$ cat src/rtl/rtc_timekeeper.sv
// hh:mm:ss time base with a second prescaler, range-checked load, and a one-cycle tick pulse.
// Optional alarm compare is built when the RTC_ALARM_EN macro is defined.
module rtc_timekeeper #(
    parameter int unsigned CLK_HZ   = 50_000_000,
    parameter int unsigned HOUR_MOD = 24
) (
    input  logic       clk_50Mhz,
    input  logic       rst_n,
    input  logic       stop_clk,
    input  logic       load,
    input  logic [6:0] set_hou,
    input  logic [6:0] set_min,
    input  logic [6:0] set_sec,
`ifdef RTC_ALARM_EN
    input  logic [6:0] alarm_hou,
    input  logic [6:0] alarm_min,
    input  logic       alarm_on,
`endif
    output logic [6:0] show_hou,
    output logic [6:0] show_min,
    output logic [6:0] show_sec,
    output logic       sec_tick,
    output logic       load_err,
    output logic       alarm
);

    localparam int unsigned FW = 7;
    localparam int unsigned PW = (CLK_HZ > 1) ? $clog2(CLK_HZ) : 1;

    localparam logic [PW-1:0] PRE_MAX = PW'(CLK_HZ - 1);
    localparam logic [FW-1:0] MS_MOD  = FW'(60);
    localparam logic [FW-1:0] MS_MAX  = FW'(59);
    localparam logic [FW-1:0] HOU_LIM = FW'(HOUR_MOD);
    localparam logic [FW-1:0] HOU_MAX = FW'(HOUR_MOD - 1);

    logic [PW-1:0] presc_q;
    logic [PW-1:0] presc_d;
    logic [FW-1:0] hou_d;
    logic [FW-1:0] min_d;
    logic [FW-1:0] sec_d;
    logic          tick_d;
    logic          err_d;

    logic          hou_ok_c;
    logic          min_ok_c;
    logic          sec_ok_c;

    // Out-of-range fields are replaced by zero rather than clamped.
    always_comb begin
        hou_ok_c = (set_hou < HOU_LIM);
        min_ok_c = (set_min < MS_MOD);
        sec_ok_c = (set_sec < MS_MOD);
    end

    // Next-state: load beats a coincident tick; stop_clk freezes prescaler and time.
    always_comb begin
        presc_d = presc_q;
        hou_d   = show_hou;
        min_d   = show_min;
        sec_d   = show_sec;
        tick_d  = 1'b0;
        err_d   = 1'b0;

        if (load) begin
            presc_d = '0;
            hou_d   = hou_ok_c ? set_hou : '0;
            min_d   = min_ok_c ? set_min : '0;
            sec_d   = sec_ok_c ? set_sec : '0;
            err_d   = !(hou_ok_c && min_ok_c && sec_ok_c);
        end else if (!stop_clk) begin
            if (presc_q == PRE_MAX) begin
                presc_d = '0;
                tick_d  = 1'b1;
                if (show_sec == MS_MAX) begin
                    sec_d = '0;
                    if (show_min == MS_MAX) begin
                        min_d = '0;
                        hou_d = (show_hou == HOU_MAX) ? '0 : show_hou + FW'(1);
                    end else begin
                        min_d = show_min + FW'(1);
                    end
                end else begin
                    sec_d = show_sec + FW'(1);
                end
            end else begin
                presc_d = presc_q + PW'(1);
            end
        end
    end

    always_ff @(posedge clk_50Mhz) begin
        if (!rst_n) begin
            presc_q  <= '0;
            show_hou <= '0;
            show_min <= '0;
            show_sec <= '0;
            sec_tick <= 1'b0;
            load_err <= 1'b0;
        end else begin
            presc_q  <= presc_d;
            show_hou <= hou_d;
            show_min <= min_d;
            show_sec <= sec_d;
            sec_tick <= tick_d;
            load_err <= err_d;
        end
    end

`ifdef RTC_ALARM_EN
    logic alarm_d;

    // Match only on a real tick landing on hh:mm:00; loads never arm the alarm.
    always_comb begin
        alarm_d = alarm;
        if (load || !alarm_on) begin
            alarm_d = 1'b0;
        end else if (tick_d && (sec_d == '0) && (min_d == alarm_min) && (hou_d == alarm_hou)) begin
            alarm_d = 1'b1;
        end
    end

    always_ff @(posedge clk_50Mhz) begin
        if (!rst_n) begin
            alarm <= 1'b0;
        end else begin
            alarm <= alarm_d;
        end
    end
`else
    assign alarm = 1'b0;
`endif

endmodule
$ cat config.mk
export PLATFORM = sky130hd
export DESIGN_NAME = rtc_timekeeper
export DESIGN_NICKNAME = d
export VERILOG_FILES = /design/src/rtl/rtc_timekeeper.sv
export SDC_FILE = /design/constraint.sdc
export NUM_CORES = 1
export LEC_CHECK = 0
export ABC_AREA = 0
export CAP_MARGIN = 25
export CORE_MARGIN = 5
export CORE_UTILIZATION = 47
export CTS_CLUSTER_SIZE = 24
export DETAILED_ROUTE_END_ITERATION = 8
export HOLD_SLACK_MARGIN = 0.12
export PLACE_DENSITY = 0.76
export SETUP_SLACK_MARGIN = 0.15
export SLEW_MARGIN = 40
export SYNTH_ARGS = -nofsm -noshare
export SYNTH_HDL_FRONTEND = slang
export SYNTH_SLANG_ARGS = --single-unit
export TNS_END_PERCENT = 30
$ cat constraint.sdc
create_clock -name clk_50Mhz -period 2 [get_ports clk_50Mhz]
set_input_delay 0.4 -clock clk_50Mhz [delete_from_list [all_inputs] [get_ports clk_50Mhz]]
set_output_delay 0.4 -clock clk_50Mhz [all_outputs]
set_load 0.05 [all_outputs]
==> results.toml, run 1 <==
[final_layout]
final_util_pct = 72.4
mostFrequentLayoutCells = "buf_4 (51), nor2_1 (39), clkdlybuf4s50_1 (37)"
antenna_cells = 0
drive_above_1_share_pct = 33.1
fillers = 422
multi_input_area_um2 = 1840
layout_commonest_cell = "buf_4"
area_delta_synth_final_pct = 49.7
seqCellArea_um2 = 1040
fin_nets = 442

[pwr]
switching_power_uw = 532
p_sw_share_pct = 26.5
sequentialPowerShare_pct = 50.6
p_per_area_nw_per_um2 = 501
pwr-share-clk_pct = 35.2
power_frac_comb_pct = 14.2
ir_drop_mv = 0.528
intPower_mw = 1.48
power.leakage_nw = 1.47

[route]
drt_iter0_drc = 182
drt_wl_total_mm = 8.13
ant_nets = 0
avgRoutedWirePerCell_um = 16.7
vias_per_cell = 5.83
firstDrtPassIters = 4
drc = 0
dr_total_vias = 2832

[worst_setup_path]
startpoint_type = "flip-flop"
slowest_delay_ns = 0.44
critPathTopFamily = "simple AND/OR/NAND/NOR gates"
end_kind = "flip-flop"
cp.required_ns = 2.24
worstPathArrival_ns = 2.21
crit_type = "reg -> reg"
path_max_fanout = 5
path_buf_inv = 0
slowest_stage = "or4_4"
crit_chain = "nor4_4 -> nand4_4 -> or3_4 -> or4_4 -> a21oi_2"

[global_routing]
overflow = 0
antenna_found_initial = 0
grt_pass1_wl_mm = 12.4
grt_max_degree = 25
grt_pass1_vias = 2585
grtUsageTotal_pct = 20.8

[placement]
dp_hpwl_mm = 5.62
gp_congestion = 0.892
port_buffers = 47

[floorplan]
initial_utilization_pct = 48.4
die_w_um = 85.5
fp-row-count = 27
fp.coreArea_um2 = 5540
die_height_um = 85.5
io_pins = 49
die_area_um2 = 7320

[synth]
syn_inst = 319
syn-cell-area_um2 = 2680
async_flop_share_pct = 0
seq_area_frac_synth_pct = 36.6
ys_seq_elements = 49
synth.avg_cell_area_um2 = 8.41
ys.warnings.count = 0
syn-num-nets = 348
ys_types = 57
synth_edf_count = 0
synthFlopType = "dfxtp_1"

[clock_network]
cts_htree_levels = 2
cts_buffers = 5
clock_latency_ns = 0.31
cts_tree = "yes"
cts-root-buf = "clkbuf_8"
clock-sinks = 49
clk_pin_slew_ns = 0.09
ctsHoldBuffers = 0
clk_path_buf_depth = 2

[timing]
holdWs_ns = 0.486
fmax_mhz = 505
finalCritPeriodShare_pct = 98.9
rsz0062_at_grt = "true"
final-hold-violation-count = 0
worst_pin_slew_ns = 0.509
final_max_slew_viol_count = 0
min_period_ns = 1.98
slew_headroom_pct = 66.0
setup_viol = 0
skew_ns = 0.0109

[worst_hold_path]
hold_path_class = "reg -> reg"

[status]
status = "completed"

[run]
drv_cap = 0
## cells by family (layout without fill, tap and decap cells)
group / count (synthesis) / in the layout / share of synthesized area, %
and+or+nand+nor: 156 / 156 / 32.8
AOI/OAI and AO/OA: 55 / 55 / 14.4
DFF: 49 / 49 / 36.6
xor gates and xnor gates: 27 / 27 / 8.82
buffers and inverters: 21 / 116 / 3.17
muxes: 6 / 6 / 2.24
adders and majority gates: 4 / 4 / 1.87
other: 1 / 1 / 0.140
## what timing repair did
item	4_1_cts	5_1_grt
endpoints found under the setup margin	33	60
resized for setup	18	45
pin swaps	6	14
setup buffers	0	12
## cells in the mapped netlist, types with 2 or more instances
cell type | instances | area share (%)
a22o_1 | 2 | 0.65
and4b_1 | 2 | 0.75
inv_1 | 6 | 0.84
or3b_2 | 2 | 0.65
or4b_2 | 2 | 0.75
nand4b_1 | 2 | 0.65
o221a_2 | 2 | 0.84
nor2b_1 | 3 | 0.70
nor2_1 | 41 | 5.7
nor4_1 | 11 | 2.6
nand4_1 | 8 | 1.9
o311ai_0 | 2 | 0.65
mux2i_1 | 6 | 2.2
o211ai_1 | 3 | 0.84
o31ai_1 | 5 | 1.4
xnor2_1 | 18 | 5.9
nand2_1 | 21 | 2.9
or3_1 | 4 | 0.93
ha_1 | 4 | 1.9
nor3_1 | 11 | 2.1
or4_1 | 3 | 0.84
and3_1 | 7 | 1.6
clkbuf_1 | 11 | 1.5
a41oi_1 | 3 | 0.98
dfxtp_1 | 49 | 37
xor2_1 | 9 | 2.9
nand3_1 | 24 | 4.5
a211oi_1 | 4 | 1.1
and4_1 | 5 | 1.6
o21ai_0 | 9 | 1.7
a21oi_1 | 14 | 2.6
## metrics by stage
| step | total power [mW] | instances | worst slack, ns | setup TNS, ns | area (µm²) |
|---|---|---|---|---|---|
| after floorplan | 1.18 | 319 | 0.0173 | 0 | 2790 |
| after global placement | 1.31 | 466 | -0.203 | -4.72 | 3610 |
| after detailed placement | 1.32 | 466 | -0.247 | -6.02 | 3610 |
| after CTS | 2.00 | 474 | 0.0580 | 0 | 3760 |
| after global routing | 2.08 | 486 | -0.0144 | -0.0144 | 4010 |
| final | 2.01 | 486 | 0.0214 | 0 | 4010 |
## sequential cells by signal, summed over array words and instances (netlist names)
register / cells
show_hou: 7
show_min: 7
sec_tick: 1
show_sec: 7
load_err: 1
presc_q: 26
## power by group through the flow
stage,clock (mW),combinational [mW],sequential (mW)
detailed placement,0,0.275,1.04
CTS,0.714,0.274,1.02
finish,0.707,0.286,1.02
global route,0.753,0.304,1.02
floorplan,0,0.0882,1.09
global placement,0,0.271,1.04
## area by class of cell
| cell class | instances | share of cell area, % |
|---|---|---|
| clock buffers | 7 | 2.68 |
| clock inverters | 1 | 0.156 |
| inverters | 6 | 0.561 |
| multi-input cells | 249 | 45.9 |
| flip-flops and latches | 49 | 25.8 |
| well taps | 72 | 2.24 |
| repair buffers | 102 | 22.6 |
## metal layers
metal / global-route usage [%] / routed length (µm)
met1: 27.1 / 3500
met3: 3.94 / 417
met5: 0 / 0
met2: 34.9 / 4080
met4: 6.33 / 129
## worst register-to-register path, stage by stage (launching register included)
cell,delay (ns)
dfxtp_2,0.37
nor4_4,0.37
nand4_4,0.18
or3_4,0.40
or4_4,0.44
a21oi_2,0.15
## worst paths after layout
check | from | end | slack (ns) | depth (start not counted)
max reg2reg | presc_q[24] | show_sec[6] | 0.02 | 5
min | show_min[6] | show_min[6] | 0.49 | 2
min reg2reg | show_min[6] | show_min[6] | 0.49 | 2
max | presc_q[24] | show_sec[6] | 0.02 | 5
(Power assumes the default switching activity.)
==> inputs of run 2 (changes only) <==
--- a/config.mk
+++ b/config.mk
@@ -5,14 +5,14 @@
 export SDC_FILE = /design/constraint.sdc
 export NUM_CORES = 1
 export LEC_CHECK = 0
-export ABC_AREA = 0
+export ABC_AREA = 1
 export CAP_MARGIN = 25
 export CORE_MARGIN = 5
-export CORE_UTILIZATION = 47
+export CORE_UTILIZATION = 54
 export CTS_CLUSTER_SIZE = 24
 export DETAILED_ROUTE_END_ITERATION = 8
 export HOLD_SLACK_MARGIN = 0.12
-export PLACE_DENSITY = 0.76
+export PLACE_DENSITY = 0.8
 export SETUP_SLACK_MARGIN = 0.15
 export SLEW_MARGIN = 40
 export SYNTH_ARGS = -nofsm -noshare
==> constraint.sdc (replaced) <==
create_clock -name clk_50Mhz -period 2.27 [get_ports clk_50Mhz]
set_input_delay 0.454 -clock clk_50Mhz [delete_from_list [all_inputs] [get_ports clk_50Mhz]]
set_output_delay 0.454 -clock clk_50Mhz [all_outputs]
set_load 0.05 [all_outputs]
==> run 2 against run 1 <==
  * Design area decreased by 8.7%
  * Setup slack improved by 0.14 ns
  * Cell count increased by 25%
  * Highest routed layer unchanged
  * Critical path type is now reg -> out
  * Via count increased by 12%
  * Global-route usage increased by 0.54 points
  * Area after synthesis increased by 14%
==> results.toml, run 2 <==
[route]
drc = 0
avgRoutedWirePerCell_um = 12.3
drt_iter0_drc = 177
vias_per_cell = 5.22
ant_nets = 0
dr_total_vias = 3162
firstDrtPassIters = 4
drt_wl_total_mm = 7.45

[worst_hold_path]
min_to = "show_sec[1]"
min_delay_path_depth = 2
worstHoldStart = "show_sec[1]"
hold_path_class = "reg -> reg"

[floorplan]
die_area_um2 = 7280
io_pins = 49
die_w_um = 85.3
fp-row-count = 27
die_height_um = 85.3
fp.coreArea_um2 = 5510
initial_utilization_pct = 55.6

[final_layout]
fin_nets = 563
drive_above_1_share_pct = 5.99
final_util_pct = 66.6
seqCellArea_um2 = 981
layout_commonest_cell = "nand2_1"
antenna_cells = 0
area_delta_synth_final_pct = 19.6
regMostFlops = "presc_q"
largest_reg_flops = 26
final_cells = 606
fin_area_um2 = 3660
mostFrequentLayoutCells = "nand2_1 (124), nor2_1 (92), inv_1 (54)"
multi_input_area_um2 = 1750
fillers = 513

[pwr]
p_total_mw = 1.85
sequentialPowerShare_pct = 49.4
power_frac_comb_pct = 17.2
p_per_area_nw_per_um2 = 504
ir_drop_mv = 0.266
power.leakage_nw = 1.54
pwr-share-clk_pct = 33.4
p_sw_share_pct = 28.1
intPower_mw = 1.33
switching_power_uw = 519

[worst_setup_path]
slowest_stage = "clkdlybuf4s50_1"
reg2reg_from = "show_sec[0]"
path_buf_inv = 1
critPathTopFamily = "buffers and inverters"
crit_type = "reg -> out"
crit_chain = "clkdlybuf4s50_1"
r2r_cells = 10
end_kind = "output port"
worst-r2r-setup-slack_ns = 0.49
worstPathArrival_ns = 1.65
path_max_fanout = 8
r2r-end = "show_hou[0]"
slowest_delay_ns = 0.86
startpoint_type = "flip-flop"
cp.required_ns = 1.82

[synth]
synth_edf_count = 0
ys_seq_elements = 49
synth.top_cell.area_share_pct = 32.0
synthFlopType = "dfxtp_1"
synth_xor_area_share_pct = 2.29
synth.most_common_cell = "nand2_1"
yosys-top-cells-area = "dfxtp_1 (32%), nand2_1 (15%), nor2_1 (11%), nand3_1 (7.2%), inv_1 (6.6%)"
syn-cell-area_um2 = 3060
async_flop_share_pct = 0
synth.avg_cell_area_um2 = 6.28
yosys.area_share.simple_pct = 44.5
yosysTopAreaCell = "dfxtp_1"
ys_types = 33
seq_area_frac_synth_pct = 32.0
synth-compound-area-share_pct = 8.57
syn-num-nets = 517
syn_inst = 488
synth_top_family_by_area = "simple AND/OR/NAND/NOR gates"
synthAdderAreaFrac_pct = 1.63
ys_top_cells_by_count = "nand2_1 (124), nor2_1 (92), inv_1 (54)"
ys.warnings.count = 0
synthMuxAreaShare_pct = 0

[timing]
final.setup.worst_slack_ns = 0.164
skew_ns = 0.00495
worst_pin_slew_ns = 0.527
setup_viol = 0
final-hold-violation-count = 0
finalSetupTns_ns = 0
min_period_ns = 2.11
slew_headroom_pct = 64.6
fmax_mhz = 475
holdWs_ns = 0.514
final_max_slew_viol_count = 0
finalCritPeriodShare_pct = 92.8
rsz0062_at_grt = "true"

[clock_network]
cts_tree = "yes"
cts_buffers = 5
cts_htree_levels = 2
post_cts_buffers = 0
clk_path_buf_depth = 2
cts-resized-gates = 0
clock-sinks = 49
clk_pin_slew_ns = 0.09
clock_latency_ns = 0.30
cts-root-buf = "clkbuf_8"
ctsHoldBuffers = 0

[global_routing]
grtUsageTotal_pct = 21.3
grt_pass1_vias = 3046
grt_max_degree = 32
overflow = 0
grt_pass1_wl_mm = 13.0
antenna_found_initial = 0

[placement]
dp_hpwl_mm = 5.76
post_dp_cell_area_um2 = 3560
dp_cells = 599
pre_cts_ws_ns = 0.0394
port_buffers = 47
gp_congestion = 0.899

[run]
drv_cap = 0

[status]
status = "completed"
run 2: power groups by stage:
stage	combinational (mW)	sequential, mW	clock, mW
after global placement	0.312	0.931	0
after CTS	0.320	0.912	0.627
final	0.318	0.912	0.616
after global routing	0.346	0.917	0.666
after detailed placement	0.318	0.931	0
after floorplan	0.148	0.991	0
run 2: final cells by class:
type	instances	area share (%)
flip-flops and latches	49	26.8
multi-input cells	368	47.8
clock buffers	5	1.88
repair buffers	52	13.9
inverters	58	6.21
well taps	72	2.46
clock inverters	2	0.956
run 2: metal layers:
metal	track usage [%]	wire length, µm	up-vias
met3	4.66	385	10
li1	-	-	1643
met4	4.89	110	0
met5	0	0	-
met1	24.5	3210	1436
met2	39.9	3740	73
run 2: worst max path at each step:
stage,start,to,cells past startpoint
6_report,show_min[2],show_min[2],1
5_1_grt,show_sec[4],show_sec[4],1
4_1_cts,show_min[2],show_min[2],1
3_5_place_dp,stop_clk,presc_q[8],9
3_3_place_gp,stop_clk,presc_q[8],9
2_1_floorplan,show_sec[0],show_hou[3],11
run 2: cells by family (layout without fill, tap and decap cells):
group,count (synthesis),after routing
AND/OR/NAND/NOR,307,307
buffers and inverters,71,117
flip-flops,49,49
AO/OA/AOI/OAI,48,48
XOR/XNOR,8,8
adder cells (fa/ha/maj),4,4
other,1,1
